`src/rtl/led_frame_writer_pkg.sv`:
```
// Shared types and constants for the LED frame-buffer write path.
// Colour order inside one row is R, G, B; the writer FSM state set is
// kept here so every block names the states the same way.
package led_frame_pkg;

  localparam int NB_COLORS = 3;

  typedef enum logic [1:0] {COLOR_R, COLOR_G, COLOR_B} color_t;

  typedef enum logic [1:0] {ST_IDLE, ST_WRITE, ST_DONE} writer_state_t;

endpackage

```
`src/rtl/led_frame_writer_if.sv`:
```
// Pixel stream in / frame-buffer write port out for led_frame_writer.
// The slave modport is the writer; the master modport is the host side
// (deserialiser driving the stream and observing the RAM write port).
// With LED_FRAME_DOUBLE_BUFFER_EN defined, w_addr carries an extra MSB
// selecting the write bank.
interface led_frame_writer_if #(
  parameter int ADDR_WIDTH = 14,
  parameter int DATA_WIDTH = 8
);

`ifdef LED_FRAME_DOUBLE_BUFFER_EN
  localparam int W_ADDR_WIDTH = ADDR_WIDTH + 1;
`else
  localparam int W_ADDR_WIDTH = ADDR_WIDTH;
`endif

  logic [DATA_WIDTH-1:0]   in_data;
  logic                    in_valid;
  logic                    in_sof;
  logic                    in_ready;
  logic                    w_en;
  logic [W_ADDR_WIDTH-1:0] w_addr;
  logic [DATA_WIDTH-1:0]   w_data;
  logic                    frame_done;
  logic                    frame_error;

  modport master (
    output in_data, in_valid, in_sof,
    input  in_ready, w_en, w_addr, w_data, frame_done, frame_error
  );

  modport slave (
    input  in_data, in_valid, in_sof,
    output in_ready, w_en, w_addr, w_data, frame_done, frame_error
  );

endinterface

```
`src/rtl/led_frame_writer_addr_counter.sv`:
```
// Nested colour/row/angle counters plus the RAM address accumulator.
// addr = color + 3*angle + 3*NB_ANGLES*row is tracked incrementally:
// +1 per colour, +3*NB_ANGLES-2 per row, and a reload from a running
// 3*angle base when the rows wrap. clear+step together lands on the
// position right after the first byte of a frame.
module led_frame_addr_counter
  import led_frame_pkg::*;
#(
  parameter int ADDR_WIDTH    = 14,
  parameter int LED_ROW_WIDTH = 5,
  parameter int NB_ANGLES     = 128
) (
  input  logic                  clk,
  input  logic                  nrst,
  input  logic                  step,
  input  logic                  clear,
  output logic [ADDR_WIDTH-1:0] addr,
  output logic                  last
);

  localparam int ANGLE_WIDTH = $clog2(NB_ANGLES);
  localparam int SUM_WIDTH   = ADDR_WIDTH + 2;
  localparam logic [SUM_WIDTH-1:0]     ROW_STEP   = SUM_WIDTH'(NB_COLORS * NB_ANGLES - (NB_COLORS - 1));
  localparam logic [SUM_WIDTH-1:0]     ANGLE_STEP = SUM_WIDTH'(NB_COLORS);
  localparam logic [ANGLE_WIDTH-1:0]   LAST_ANGLE = ANGLE_WIDTH'(NB_ANGLES - 1);
  localparam logic [LED_ROW_WIDTH-1:0] LAST_ROW   = '1;

  logic [1:0]               color_reg, color_next;
  logic [LED_ROW_WIDTH-1:0] row_reg, row_next;
  logic [ANGLE_WIDTH-1:0]   angle_reg, angle_next;
  logic [ADDR_WIDTH-1:0]    addr_reg, addr_next;
  logic [ADDR_WIDTH-1:0]    base_reg, base_next;

  assign addr = addr_reg;
  assign last = (color_reg == COLOR_B) && (row_reg == LAST_ROW) && (angle_reg == LAST_ANGLE);

  // Next position: restart, restart-and-step, or advance colour -> row -> angle.
  always_comb begin
    color_next = color_reg;
    row_next   = row_reg;
    angle_next = angle_reg;
    addr_next  = addr_reg;
    base_next  = base_reg;
    if (clear) begin
      row_next   = '0;
      angle_next = '0;
      base_next  = '0;
      if (step) begin
        color_next = COLOR_G;
        addr_next  = ADDR_WIDTH'(1);
      end else begin
        color_next = COLOR_R;
        addr_next  = '0;
      end
    end else if (step) begin
      if (last) begin
        color_next = COLOR_R;
        row_next   = '0;
        angle_next = '0;
        base_next  = '0;
        addr_next  = '0;
      end else if (color_reg != COLOR_B) begin
        color_next = color_reg + 2'd1;
        addr_next  = ADDR_WIDTH'({2'b00, addr_reg} + SUM_WIDTH'(1));
      end else if (row_reg != LAST_ROW) begin
        color_next = COLOR_R;
        row_next   = row_reg + LED_ROW_WIDTH'(1);
        addr_next  = ADDR_WIDTH'({2'b00, addr_reg} + ROW_STEP);
      end else begin
        color_next = COLOR_R;
        row_next   = '0;
        angle_next = angle_reg + ANGLE_WIDTH'(1);
        base_next  = ADDR_WIDTH'({2'b00, base_reg} + ANGLE_STEP);
        addr_next  = ADDR_WIDTH'({2'b00, base_reg} + ANGLE_STEP);
      end
    end
  end

  // Counter and accumulator registers.
  always_ff @(posedge clk or negedge nrst) begin
    if (!nrst) begin
      color_reg <= COLOR_R;
      row_reg   <= '0;
      angle_reg <= '0;
      addr_reg  <= '0;
      base_reg  <= '0;
    end else begin
      color_reg <= color_next;
      row_reg   <= row_next;
      angle_reg <= angle_next;
      addr_reg  <= addr_next;
      base_reg  <= base_next;
    end
  end

endmodule

```
`src/rtl/led_frame_writer.sv`:
```
// LED frame-buffer writer: takes an angle-major pixel byte stream and
// writes each byte into the frame RAM at color + 3*angle + 3*NB_ANGLES*row.
// Writes are registered (one cycle after acceptance). An in_sof mid-frame
// aborts the frame (frame_error) and restarts at address 0.
// Optional macro LED_FRAME_DOUBLE_BUFFER_EN adds a bank bit as w_addr MSB,
// flipped after each completed frame.
module led_frame_writer
  import led_frame_pkg::*;
#(
  parameter int ADDR_WIDTH    = 14,
  parameter int DATA_WIDTH    = 8,
  parameter int LED_ROW_WIDTH = 5,
  parameter int NB_ANGLES     = 128
) (
  input  logic               clk,
  input  logic               nrst,
  led_frame_writer_if.slave  bus
);

  localparam int NB_LED_ROWS = 2 ** LED_ROW_WIDTH;
  localparam int FRAME_BYTES = NB_COLORS * NB_ANGLES * NB_LED_ROWS;

`ifdef LED_FRAME_DOUBLE_BUFFER_EN
  localparam int W_ADDR_WIDTH = ADDR_WIDTH + 1;
`else
  localparam int W_ADDR_WIDTH = ADDR_WIDTH;
`endif

  localparam logic [1:0] S_IDLE  = ST_IDLE;
  localparam logic [1:0] S_WRITE = ST_WRITE;
  localparam logic [1:0] S_DONE  = ST_DONE;

  // The highest frame address must be representable in ADDR_WIDTH bits.
  generate
    if (FRAME_BYTES > 2 ** ADDR_WIDTH) begin : g_addr_range_check
      $error("led_frame_writer: frame of %0d bytes does not fit ADDR_WIDTH=%0d", FRAME_BYTES, ADDR_WIDTH);
    end
  endgenerate

  logic [1:0]              state_reg, state_next;
  logic                    in_ready_reg;
  logic                    w_en_reg;
  logic [W_ADDR_WIDTH-1:0] w_addr_reg, w_addr_next;
  logic [DATA_WIDTH-1:0]   w_data_reg;
  logic                    frame_done_reg;
  logic                    frame_error_reg;
  logic                    accept;
  logic                    sof_accept;
  logic                    data_accept;
  logic                    ctr_step;
  logic                    ctr_clear;
  logic [ADDR_WIDTH-1:0]   ctr_addr;
  logic [ADDR_WIDTH-1:0]   word_addr;
  logic                    ctr_last;

  // A sof byte is taken in IDLE or WRITE; plain bytes only count inside a frame.
  assign accept      = bus.in_valid && in_ready_reg;
  assign sof_accept  = accept && bus.in_sof;
  assign data_accept = accept && !bus.in_sof && (state_reg == S_WRITE);

  // A sof restarts the counters one step past address 0; the last byte parks them at 0.
  assign ctr_clear = sof_accept || (data_accept && ctr_last);
  assign ctr_step  = sof_accept || (data_accept && !ctr_last);

  led_frame_addr_counter #(
    .ADDR_WIDTH    (ADDR_WIDTH),
    .LED_ROW_WIDTH (LED_ROW_WIDTH),
    .NB_ANGLES     (NB_ANGLES)
  ) u_addr_counter (
    .clk   (clk),
    .nrst  (nrst),
    .step  (ctr_step),
    .clear (ctr_clear),
    .addr  (ctr_addr),
    .last  (ctr_last)
  );

  assign word_addr = sof_accept ? '0 : ctr_addr;

`ifdef LED_FRAME_DOUBLE_BUFFER_EN
  logic bank_reg;

  assign w_addr_next = {bank_reg, word_addr};

  // Flip the bank only when a frame has fully completed (DONE cycle).
  always_ff @(posedge clk or negedge nrst) begin
    if (!nrst) begin
      bank_reg <= 1'b0;
    end else if (state_reg == S_DONE) begin
      bank_reg <= ~bank_reg;
    end
  end
`else
  assign w_addr_next = word_addr;
`endif

  // Frame sequencing: IDLE waits for sof, WRITE runs to the last byte, DONE is a one-cycle pause.
  always_comb begin
    state_next = state_reg;
    case (state_reg)
      S_IDLE:  if (sof_accept) state_next = S_WRITE;
      S_WRITE: if (data_accept && ctr_last) state_next = S_DONE;
      S_DONE:  state_next = S_IDLE;
      default: state_next = S_IDLE;
    endcase
  end

  // State and registered outputs; the write lands one cycle after acceptance.
  always_ff @(posedge clk or negedge nrst) begin
    if (!nrst) begin
      state_reg       <= S_IDLE;
      in_ready_reg    <= 1'b0;
      w_en_reg        <= 1'b0;
      w_addr_reg      <= '0;
      w_data_reg      <= '0;
      frame_done_reg  <= 1'b0;
      frame_error_reg <= 1'b0;
    end else begin
      state_reg       <= state_next;
      in_ready_reg    <= (state_next != S_DONE);
      w_en_reg        <= sof_accept || data_accept;
      frame_done_reg  <= (state_next == S_DONE) && (state_reg == S_WRITE);
      frame_error_reg <= sof_accept && (state_reg == S_WRITE);
      if (sof_accept || data_accept) begin
        w_addr_reg <= w_addr_next;
        w_data_reg <= bus.in_data;
      end
    end
  end

  assign bus.in_ready    = in_ready_reg;
  assign bus.w_en        = w_en_reg;
  assign bus.w_addr      = w_addr_reg;
  assign bus.w_data      = w_data_reg;
  assign bus.frame_done  = frame_done_reg;
  assign bus.frame_error = frame_error_reg;

endmodule

```
`src/flat_wrapper.sv`:
```
// flat-port wrapper written by rule: the top's interface ports become plain ports
module led_frame_writer_flat import led_frame_pkg::*;
#(
  parameter int ADDR_WIDTH    = 14,
  parameter int DATA_WIDTH    = 8,
  parameter int LED_ROW_WIDTH = 5,
  parameter int NB_ANGLES     = 128
)
  (clk, nrst, bus_in_data, bus_in_valid, bus_in_sof, bus_in_ready, bus_w_en, bus_w_addr, bus_w_data, bus_frame_done, bus_frame_error);
  led_frame_writer_if #(.ADDR_WIDTH(ADDR_WIDTH), .DATA_WIDTH(DATA_WIDTH)) bus_i ();
  input  logic clk;
  input  logic nrst;
  input wire logic [$bits(bus_i.in_data)-1:0] bus_in_data;
  input wire logic [$bits(bus_i.in_valid)-1:0] bus_in_valid;
  input wire logic [$bits(bus_i.in_sof)-1:0] bus_in_sof;
  output wire logic [$bits(bus_i.in_ready)-1:0] bus_in_ready;
  output wire logic [$bits(bus_i.w_en)-1:0] bus_w_en;
  output wire logic [$bits(bus_i.w_addr)-1:0] bus_w_addr;
  output wire logic [$bits(bus_i.w_data)-1:0] bus_w_data;
  output wire logic [$bits(bus_i.frame_done)-1:0] bus_frame_done;
  output wire logic [$bits(bus_i.frame_error)-1:0] bus_frame_error;
  assign bus_i.in_data = bus_in_data;
  assign bus_i.in_valid = bus_in_valid;
  assign bus_i.in_sof = bus_in_sof;
  assign bus_in_ready = bus_i.in_ready;
  assign bus_w_en = bus_i.w_en;
  assign bus_w_addr = bus_i.w_addr;
  assign bus_w_data = bus_i.w_data;
  assign bus_frame_done = bus_i.frame_done;
  assign bus_frame_error = bus_i.frame_error;
  led_frame_writer #(.ADDR_WIDTH(ADDR_WIDTH), .DATA_WIDTH(DATA_WIDTH), .LED_ROW_WIDTH(LED_ROW_WIDTH), .NB_ANGLES(NB_ANGLES)) u_core (.clk(clk), .nrst(nrst), .bus(bus_i));
endmodule
```
`config.mk`:
```
export PLATFORM = sky130hd
export DESIGN_NAME = led_frame_writer_flat
export DESIGN_NICKNAME = d
export VERILOG_FILES = /design/src/rtl/led_frame_writer_pkg.sv /design/src/rtl/led_frame_writer_if.sv /design/src/rtl/led_frame_writer_addr_counter.sv /design/src/rtl/led_frame_writer.sv /design/src/flat_wrapper.sv
export SDC_FILE = /design/constraint.sdc
export NUM_CORES = 1
export LEC_CHECK = 0
export CAP_MARGIN = 0
export CORE_ASPECT_RATIO = 0.5
export CORE_UTILIZATION = 50
export DETAILED_ROUTE_END_ITERATION = 10
export GPL_TIMING_DRIVEN = 0
export PLACE_DENSITY = 0.74
export SYNTH_ARGS = -nofsm -noshare
export SYNTH_HDL_FRONTEND = slang
export SYNTH_SLANG_ARGS = --single-unit
export TNS_END_PERCENT = 1
```
`constraint.sdc`:
```
create_clock -name clk -period 2.01 [get_ports clk]
set_input_delay 0.402 -clock clk [delete_from_list [all_inputs] [get_ports clk]]
set_output_delay 0.402 -clock clk [all_outputs]
set_load 0.1 [all_outputs]
```
==> results.yml, run 1 <==
critical_path:
  cp_data_required_time_ps: 2260
  crit_arrival_ps: 2410
  critPathBufInv: 2
  crit_path_max_fanout: 5
  critical_path_depth: 8
  slowest_stage: "dfrtp_1"
  worst-r2r-cell-count: 8
  cp_cell_sequence: "inv_2 > ha_4 > nand3b_1 > buf_4 > or3_1 > xnor2_1 > mux2i_1 > o221ai_1"
  cp-end-kind: "flip-flop"
  critPathMaxStageDelay_ps: 410
  cp-start-kind: "flip-flop"
  path_class: "reg2reg"
  cp_top_family: "simple AND/OR/NAND/NOR gates"
synthesis:
  synth_edf_count: 0
  synth_flop_cell: "dfrtp_1"
  avgSynthCellArea_um2: 9.03
  synth.net_count: 448
  netlist_area_um2: 3870
  ys_ff_latch: 70
  yosysUniqueCellTypes: 62
  yosysWarnings: 0
  async_flop_share_pct: 100
  postSynthCellCount: 429
  ys_seq_area_share_pct: 45.2
global_routing:
  grt_usage_pct: 27.9
  grt-ovfl-total: 0
  grt_max_degree: 71
  grt_pass1_wl_mm: 17.3
  grt_pass1_vias: 3332
  antenna_found_initial: 0
drt:
  wirelength_mm: 10.9
  drc: 0
  via_count: 3665
  drt-pass1-iter-count: 5
  vias_per_cell: 6.19
  drt_iter0_drc: 348
  ant_nets: 0
  wire_per_inst_um: 18.5
power:
  ir_drop_mv: 0.468
  internal_power_mw: 2.88
  p_leak_nw: 2.16
  p_sw_share_pct: 34.6
  combPwrFrac_pct: 26.5
  powerDensity_nw_per_um2: 887
  switchingPower_mw: 1.53
  total_power_mw: 4.41
  seqPwrFrac_pct: 37.3
  pwr-share-clk_pct: 36.2
clock_network:
  numCtsBuffers: 9
  clock_sinks: 70
  cts_max_level: 3
  clockBufferDepth: 2
  cts_tree: "done"
  clk_latency_ps: 340
  root_buffer: "clkbuf_16"
  clkSlewWorstSetupHoldPaths_ps: 60
layout:
  drive_gt1_share_pct: 18.5
  postLayoutCellArea_um2: 4970
  antenna_cells: 0
  area_growth_pct: 28.3
  finalNetCount: 510
  post-route-util_pct: 67.1
die:
  die_h_um: 64.2
  num_rows: 22
  core_area_um2: 7400
  die-width_um: 126
  pin_count: 38
  die-area_um2: 8130
  initial_core_util_pct: 52.3
place:
  dp_hpwl_mm: 7.07
  portBuffers: 37
  dp_slack_ps: -633
  gp_congestion: 0.958
  place_area_um2: 4370
sta:
  fin_crit_sh_pct: 107
  slew_headroom_pct: 35.6
  max_freq_mhz: 463
  hold_viol_final: 0
  fin_crit_ps: 2160
  fin_tns_setup_ps: -479
  final.setup.worst_slack_ps: -150
  rsz0062_at_grt: "yes"
  final_max_slew_viol_count: 0
  tightest_slew_ps: 969
  final.setup_skew_ps: 6.16
  setup_viol: 10
worst_hold_path:
  min_path_type: "in2async"
run_status:
  violations: "negative setup slack"
  status: "finished, violations left"
run:
  maxCapViolations: 0
-- stage by stage --
| step | instances | hold slack (ps) |
|---|---|---|
| 2_1_floorplan | 429 | 106 |
| 3_3_place_gp | 562 | 444 |
| 3_5_place_dp | 562 | 458 |
| 4_1_cts | 583 | 228 |
| 5_1_grt | 592 | 261 |
| 6_report | 592 | 174 |
-- final cells by class --
| class | count | area (um^2) |
|---|---|---|
| plain buffers | 23 | 151 |
| clock buffers | 10 | 239 |
| clock inverters | 6 | 61.3 |
| fillers | 584 | 2430 |
| inverters | 19 | 72.6 |
| multi-input cells | 317 | 2120 |
| flip-flops and latches | 70 | 1760 |
| well taps | 96 | 120 |
| repair buffers | 51 | 449 |
-- Yosys cell counts (2+ instances only) --
cell      instances  area, um^2
clkbuf_1         14        52.6
nor2_1           18        67.6
o21ai_0          41         205
xnor2_1          15         131
ha_1              7        87.6
nand3_1          10        50.1
a221oi_1          2        17.5
o31ai_1          10        75.1
a21oi_1          15        75.1
nor3_1           15        75.1
buf_2             6        30.0
a32o_1            3        30.0
a211oi_1          8        60.1
and4_1            2        17.5
nand3b_1          3        22.5
nand2_1          67         251
a211o_1           2        17.5
o221ai_1          2        17.5
nor2b_1           5        31.3
o41ai_1           3        26.3
nor4_1            2        12.5
xor2_1            6        52.6
a22o_1           10        87.6
and3_1            4        25.0
inv_1            18        67.6
a31oi_1           9        56.3
nand4_1          11        68.8
or3_1             4        25.0
dfrtp_1          70        1750
nand2b_1          5        31.3
mux2i_1           2        20.0
o21ai_1           4        20.0
o22ai_1           7        43.8
-- power by group through the flow --
stage | Combinational, mW | Clock [mW] | Sequential [mW]
after floorplan | 0.542 | 0 | 1.95
after global placement | 1.12 | 0 | 1.65
after detailed placement | 1.13 | 0 | 1.66
after CTS | 1.13 | 1.61 | 1.63
after global routing | 1.25 | 1.68 | 1.66
final | 1.17 | 1.60 | 1.64
-- placed cells by master (no fill, tap or decap), drive strengths merged, types with 8 or more instances in the layout --
cell,n
nand3,11
nor2,18
a31oi,9
nand4,11
xnor2,15
dfrtp,70
o31ai,10
clkdlybuf4s50,10
a22o,11
buf,27
dlygate4sd2,25
nand2,67
nor3,16
o21ai,46
a21oi,15
clkbuf,21
a211oi,8
inv,18
-- path summary, 6_finish.rpt --
check                                                  start                             to  slack [ps]
setup / recovery           u_core.u_addr_counter.base_reg[1]  u_core.u_addr_counter.addr[8]        -150
max in group asynchronous                               nrst            u_core.bus.in_ready        1190
hold reg to reg                          u_core.state_reg[1]            u_core.state_reg[0]         460
min in group clk                         u_core.state_reg[1]            u_core.state_reg[0]         460
setup reg to reg           u_core.u_addr_counter.base_reg[1]  u_core.u_addr_counter.addr[8]        -150
hold / removal                                          nrst           u_core.bus.w_data[6]         170
-- repair_timing --
item | in CTS | in global routing
pin swaps | 2 | 10
hold buffers | 0 | 0
gates resized for setup | 56 | 49
endpoints found under the setup margin | 85 | 64
setup buffers | 5 | 9
-- cell families (layout without fill, tap and decap cells) --
| family | Yosys count | after routing | share of synthesized area, % |
|---|---|---|---|
| mux | 2 | 2 | 0.517 |
| simple gates | 155 | 155 | 19.9 |
| buf+inv | 42 | 109 | 4.55 |
| xor+xnor | 21 | 21 | 4.75 |
| flops | 70 | 70 | 45.2 |
| compound gates | 132 | 132 | 22.8 |
| fa+ha+maj | 7 | 7 | 2.26 |
-- per-layer routing --
layer / share of wire [%] / wire, um / global-route usage [%]
met1: 45 / 4870 / 37.5
met2: 44 / 4850 / 42.7
met3: 8.9 / 970 / 7.54
met4: 2.1 / 234 / 11.6
met5: 0 / 0 / 0
Power figures use the tool's default switching activity.
==> inputs of run 2 (changes only) <==
--- a/config.mk
+++ b/config.mk
@@ -10,7 +10,7 @@
 export CORE_UTILIZATION = 50
 export DETAILED_ROUTE_END_ITERATION = 10
 export GPL_TIMING_DRIVEN = 0
-export PLACE_DENSITY = 0.74
+export PLACE_DENSITY = 0.71
 export SYNTH_ARGS = -nofsm -noshare
 export SYNTH_HDL_FRONTEND = slang
 export SYNTH_SLANG_ARGS = --single-unit
==> constraint.sdc (replaced) <==
create_clock -name clk -period 2.2 [get_ports clk]
set_input_delay 0.44 -clock clk [delete_from_list [all_inputs] [get_ports clk]]
set_output_delay 0.44 -clock clk [all_outputs]
set_load 0.1 [all_outputs]
==> results.yml, run 2 (synthesis results as in run 1) <==
clock_network:
  postCtsHoldBufs: 0
  root_buffer: "clkbuf_16"
  clkSlewWorstSetupHoldPaths_ps: 50
  cts_tree: "done"
  numCtsBuffers: 9
  cts_max_level: 3
  clockBufferDepth: 2
  clk_latency_ps: 330
  clock_sinks: 70
global_routing:
  grt_pass1_vias: 3225
  grt_max_degree: 71
  grt-ovfl-total: 0
  antenna_found_initial: 0
  grt_pass1_wl_mm: 17.0
  grt_usage_pct: 27.5
place:
  gp_congestion: 0.900
  dp_hpwl_mm: 6.99
  dp_slack_ps: -465
  portBuffers: 37
critical_path:
  critPathMaxStageDelay_ps: 400
  cp_cell_sequence: "ha_1 > and3_1 > ha_4 > clkinvlp_4 > nand2_4 > or3_1 > o2111a_1 > a22o_1"
  crit_arrival_ps: 2370
  cp_data_required_time_ps: 2420
  cp-start-kind: "flip-flop"
  slowest_stage: "dfrtp_1"
  path_class: "reg2reg"
  crit_path_max_fanout: 8
  critPathBufInv: 1
  cp_top_family: "simple AND/OR/NAND/NOR gates"
  cp-end-kind: "flip-flop"
run_status:
  status: "completed"
drt:
  drt-pass1-iter-count: 7
  wirelength_mm: 10.3
  vias_per_cell: 6.06
  drt_iter0_drc: 337
  wire_per_inst_um: 17.6
  ant_nets: 0
  via_count: 3544
  drc: 0
sta:
  slew_headroom_pct: 35.3
  final.setup_skew_ps: 4.85
  tightest_slew_ps: 975
  final_max_slew_viol_count: 0
  final.setup.worst_slack_ps: 52.7
  rsz0062_at_grt: "yes"
  max_freq_mhz: 466
  fin_crit_ps: 2150
  fin_crit_sh_pct: 97.6
  setup_viol: 0
  hold_viol_final: 0
  fin_hold_ws_ps: 229
layout:
  post-route-util_pct: 65.0
  layout_commonest_cell: "dfrtp_1"
  antenna_cells: 0
  finalNetCount: 503
  layout_common_cells: "68 x dfrtp_1, 65 x nand2_1, 41 x o21ai_0, 26 x dlygate4sd2_1, 18 x inv_1"
  area_growth_pct: 24.2
  n_fill_cell: 598
  drive_gt1_share_pct: 13.1
worst_hold_path:
  min_path_type: "in2async"
die:
  die_h_um: 64.2
  initial_core_util_pct: 52.3
  core_area_um2: 7400
  num_rows: 22
  pin_count: 38
  die-area_um2: 8130
  die-width_um: 126
power:
  p_leak_nw: 2.10
  powerDensity_nw_per_um2: 845
  total_power_mw: 4.06
  ir_drop_mv: 0.453
run:
  maxCapViolations: 0
-- run 2: cell types whose count changed in the layout (fill, tap and decap cells not counted), moves of 4 or more --
cell,delta
clkbuf_1,+5
buf_4,-4
o21ai_0,+10
o21ai_1,-8
-- run 2: power breakdown --
part / leakage, nW / total [mW] / internal [mW] / switching (mW)
clock: 0.152 / 1.53 / 0.990 / 0.545
sequential: 0.924 / 1.49 / 1.40 / 0.0892
combinational: 1.02 / 1.05 / 0.322 / 0.723
total: 2.10 / 4.06 / 2.71 / 1.36
-- run 2: final timing paths --
check,from,endpoint,slack [ps],cells past startpoint
worst max-delay path,u_core.u_addr_counter.row_reg[1],u_core.u_addr_counter.addr[12],50,8
worst min-delay path,nrst,u_core.bus.w_addr[5],230,1
worst max register to register,u_core.u_addr_counter.row_reg[1],u_core.u_addr_counter.addr[12],50,8
worst min register to register,u_core.bus.w_data[1],u_core.bus.w_data[1],470,2
max in group asynchronous,nrst,u_core.u_addr_counter.base_reg[0],1350,1
min in group clk,u_core.bus.w_data[1],u_core.bus.w_data[1],470,2
-- run 2: layout make-up --
class / instances / area [um^2] / area share (%)
Multi-Input combinational cell: 317 / 2030 / 42.3
Sequential cell: 70 / 1750 / 36.5
Timing Repair Buffer: 44 / 388 / 8.06
Clock buffer: 10 / 229 / 4.76
Buffer: 23 / 125 / 2.60
Tap cell: 96 / 120 / 2.50
Clock inverter: 6 / 86.3 / 1.79
Inverter: 19 / 75.1 / 1.56
-- run 2: repair_timing --
action,4_1_cts,5_1_grt
gates resized for setup,38,26
setup endpoints to repair,66,43
setup buffers,5,2
pin swaps,1,2
gates cloned,0,0
-- run 2: through the flow --
step | std cells | setup TNS, ps | instance area [um^2]
after detailed placement | 562 | -15150 | 4360
after global routing | 585 | -247 | 4810
final | 585 | 0 | 4810
after global placement | 562 | -133090 | 4370
after floorplan | 429 | 0 | 3870
after CTS | 583 | -253 | 4720
-- run 2: routing by layer --
layer	global-route usage, %	share of wire [%]
met3	7.96	8.0
met2	38.4	41
met1	40.1	49
met5	0	0
met4	10.1	1.6
-- run 2: worst reg2reg max path, stage by stage (launching register included) --
cell and delay (ps):
dfrtp_1 400, ha_1 210, and3_1 220, ha_4 200
clkinvlp_4 170, nand2_4 120, or3_1 370, o2111a_1 150
a22o_1 200
==> inputs of run 3 (changes only) <==
--- a/config.mk
+++ b/config.mk
@@ -7,10 +7,10 @@
 export LEC_CHECK = 0
 export CAP_MARGIN = 0
 export CORE_ASPECT_RATIO = 0.5
-export CORE_UTILIZATION = 50
+export CORE_UTILIZATION = 57
 export DETAILED_ROUTE_END_ITERATION = 10
 export GPL_TIMING_DRIVEN = 0
-export PLACE_DENSITY = 0.71
+export PLACE_DENSITY = 0.8
 export SYNTH_ARGS = -nofsm -noshare
 export SYNTH_HDL_FRONTEND = slang
 export SYNTH_SLANG_ARGS = --single-unit
==> constraint.sdc (replaced) <==
create_clock -name clk -period 2.2 [get_ports clk]
set_input_delay 0.44 -clock clk [delete_from_list [all_inputs] [get_ports clk]]
set_output_delay 0.44 -clock clk [all_outputs]
set_load 0.05 [all_outputs]
==> results.yml, run 3 (synthesis results as in run 1) <==
drt:
  wirelength_mm: 10.6
  ant_nets: 0
  via_count: 3664
  drc: 0
  topRoutingLayerUsed: "met4"
  met2_length_mm: 4.50
  wl_met1_mm: 4.89
  vias_per_cell: 6.38
  wire_per_inst_um: 18.4
  drt-pass1-iter-count: 7
  drt_iter0_drc: 356
  met3_wirelength_mm: 1.03
run_status:
  status: "completed"
die:
  die_h_um: 60.3
  initial_core_util_pct: 61.4
  die-width_um: 119
  pin_count: 38
  die-area_um2: 7150
  num_rows: 20
  core_area_um2: 6310
power:
  powerDensity_nw_per_um2: 815
  pwr-share-clk_pct: 38.2
  internal_power_mw: 2.68
  p_sw_share_pct: 31.5
  p_leak_nw: 1.97
  ir_drop_mv: 0.644
  seqPwrFrac_pct: 38.3
  total_power_mw: 3.91
  combPwrFrac_pct: 23.4
  switchingPower_mw: 1.23
layout:
  layout_common_cells: "69 x dfrtp_1, 65 x nand2_1, 41 x o21ai_0, 36 x clkdlybuf4s50_1, 18 x inv_1"
  layout_commonest_cell: "dfrtp_1"
  drive_gt1_share_pct: 12.6
  finalNetCount: 500
  antenna_cells: 0
  multi_input_area_um2: 2030
  n_fill_cell: 447
  post-route-util_pct: 76.1
  area_growth_pct: 23.9
  postLayoutCellArea_um2: 4800
  seq_area_um2: 1750
sta:
  tightest_slew_ps: 865
  hold_viol_final: 0
  fin_crit_ps: 2110
  fin_tns_setup_ps: 0
  setup_viol: 0
  slew_headroom_pct: 42.4
  rsz0062_at_grt: "yes"
  max_freq_mhz: 473
  final.setup_skew_ps: 5.84
  final_max_slew_viol_count: 0
  fin_crit_sh_pct: 96.1
critical_path:
  cp_top_family: "simple AND/OR/NAND/NOR gates"
  cp_data_required_time_ps: 2470
  cp-start-kind: "input pin"
  critPathBufInv: 1
  crit_arrival_ps: 2390
  cp_cell_sequence: "clkdlybuf4s50_1 > nand4b_1 > nor2_2 > o21ai_4 > a21oi_1 > a31o_2"
  slowest_stage: "clkdlybuf4s50_1"
  critPathMaxStageDelay_ps: 530
  path_class: "in2reg"
  crit_path_max_fanout: 8
  cp-end-kind: "flip-flop"
clock_network:
  numCtsBuffers: 9
  clock_sinks: 70
  postCtsHoldBufs: 0
  clockBufferDepth: 2
  clk_latency_ps: 330
  cts_tree: "done"
  cts_max_level: 3
  root_buffer: "clkbuf_16"
  clkSlewWorstSetupHoldPaths_ps: 60
run:
  maxCapViolations: 0
global_routing:
  grt_pass1_vias: 3209
  grt_usage_pct: 31.2
  grt_max_degree: 71
  grt-ovfl-total: 0
  antenna_found_initial: 0
  grt_pass1_wl_mm: 16.7
place:
  place_area_um2: 4350
  dp_hpwl_mm: 7.23
  gp_congestion: 0.947
  portBuffers: 37
worst_hold_path:
  min_path_type: "in2async"
## run 3: changes by cell type in the layout (fill, tap and decap cells not counted), sizes merged
| cell | delta |
|---|---|
| dlygate4sd2 | -26 |
| bufinv | -1 |
| clkinv | -1 |
| clkbuf | -3 |
| clkinvlp | +1 |
| clkdlybuf4s50 | +26 |
| buf | +1 |
## run 3: per-layer routing
metal,global-route usage (%),up-vias
li1,-,1680
met1,44.1,1761
met2,47.8,205
met3,7.54,18
met4,9.95,0
met5,0,-
## run 3: what timing repair did
action,4_1_cts,5_1_grt
resized for setup,14,22
pin swaps,2,3
setup buffers,5,0
endpoints found under the setup margin,39,50
## run 3: final cells by class
| class | instances | share of cell area [%] |
|---|---|---|
| Multi-Input combinational cell | 317 | 42.3 |
| Tap cell | 88 | 2.29 |
| Clock buffer | 11 | 5.27 |
| Clock inverter | 5 | 1.20 |
| Sequential cell | 70 | 36.5 |
| Timing Repair Buffer | 42 | 8.45 |
| Buffer | 22 | 2.48 |
| Inverter | 19 | 1.51 |
## run 3: through the flow
stage	std cells	worst slack, ps	hold slack [ps]
finish	574	86.8	224
global route	574	-36.9	306
CTS	575	-17.1	256
detailed placement	554	-453	458
global placement	554	-1540	446
floorplan	429	123	144
## run 3: power groups by stage
stage,registers (mW),logic [mW],clock network (mW)
3_5_place_dp,1.51,0.883,0
6_report,1.50,0.917,1.50
3_3_place_gp,1.51,0.864,0
4_1_cts,1.49,0.892,1.51
5_1_grt,1.51,0.984,1.54
2_1_floorplan,1.63,0.494,0
## run 3: final timing paths
| kind | start | slack, ps | cells past startpoint | endpoint |
|---|---|---|---|---|
| worst max-delay path | bus_in_valid | 90 | 6 | u_core.u_addr_counter.addr[6] |
| worst min-delay path | nrst | 220 | 1 | u_core.bus.w_data[2] |
| worst max register to register | u_core.u_addr_counter.row_reg[1] | 90 | 8 | u_core.u_addr_counter.addr[9] |
| worst min register to register | u_core.state_reg[1] | 460 | 1 | u_core.state_reg[0] |
| max in group asynchronous | nrst | 1360 | 1 | u_core.u_addr_counter.base_reg[0] |
| min in group clk | u_core.state_reg[1] | 460 | 1 | u_core.state_reg[0] |
## run 3: worst register-to-register path: stages, from the launching register on
cell and delay [ps]:
dfrtp_1 420, ha_2 210, and3_4 180, ha_4 190, and3b_2 250, clkbuf_4 210
a211oi_2 180, o21ai_0 130, a32o_1 240
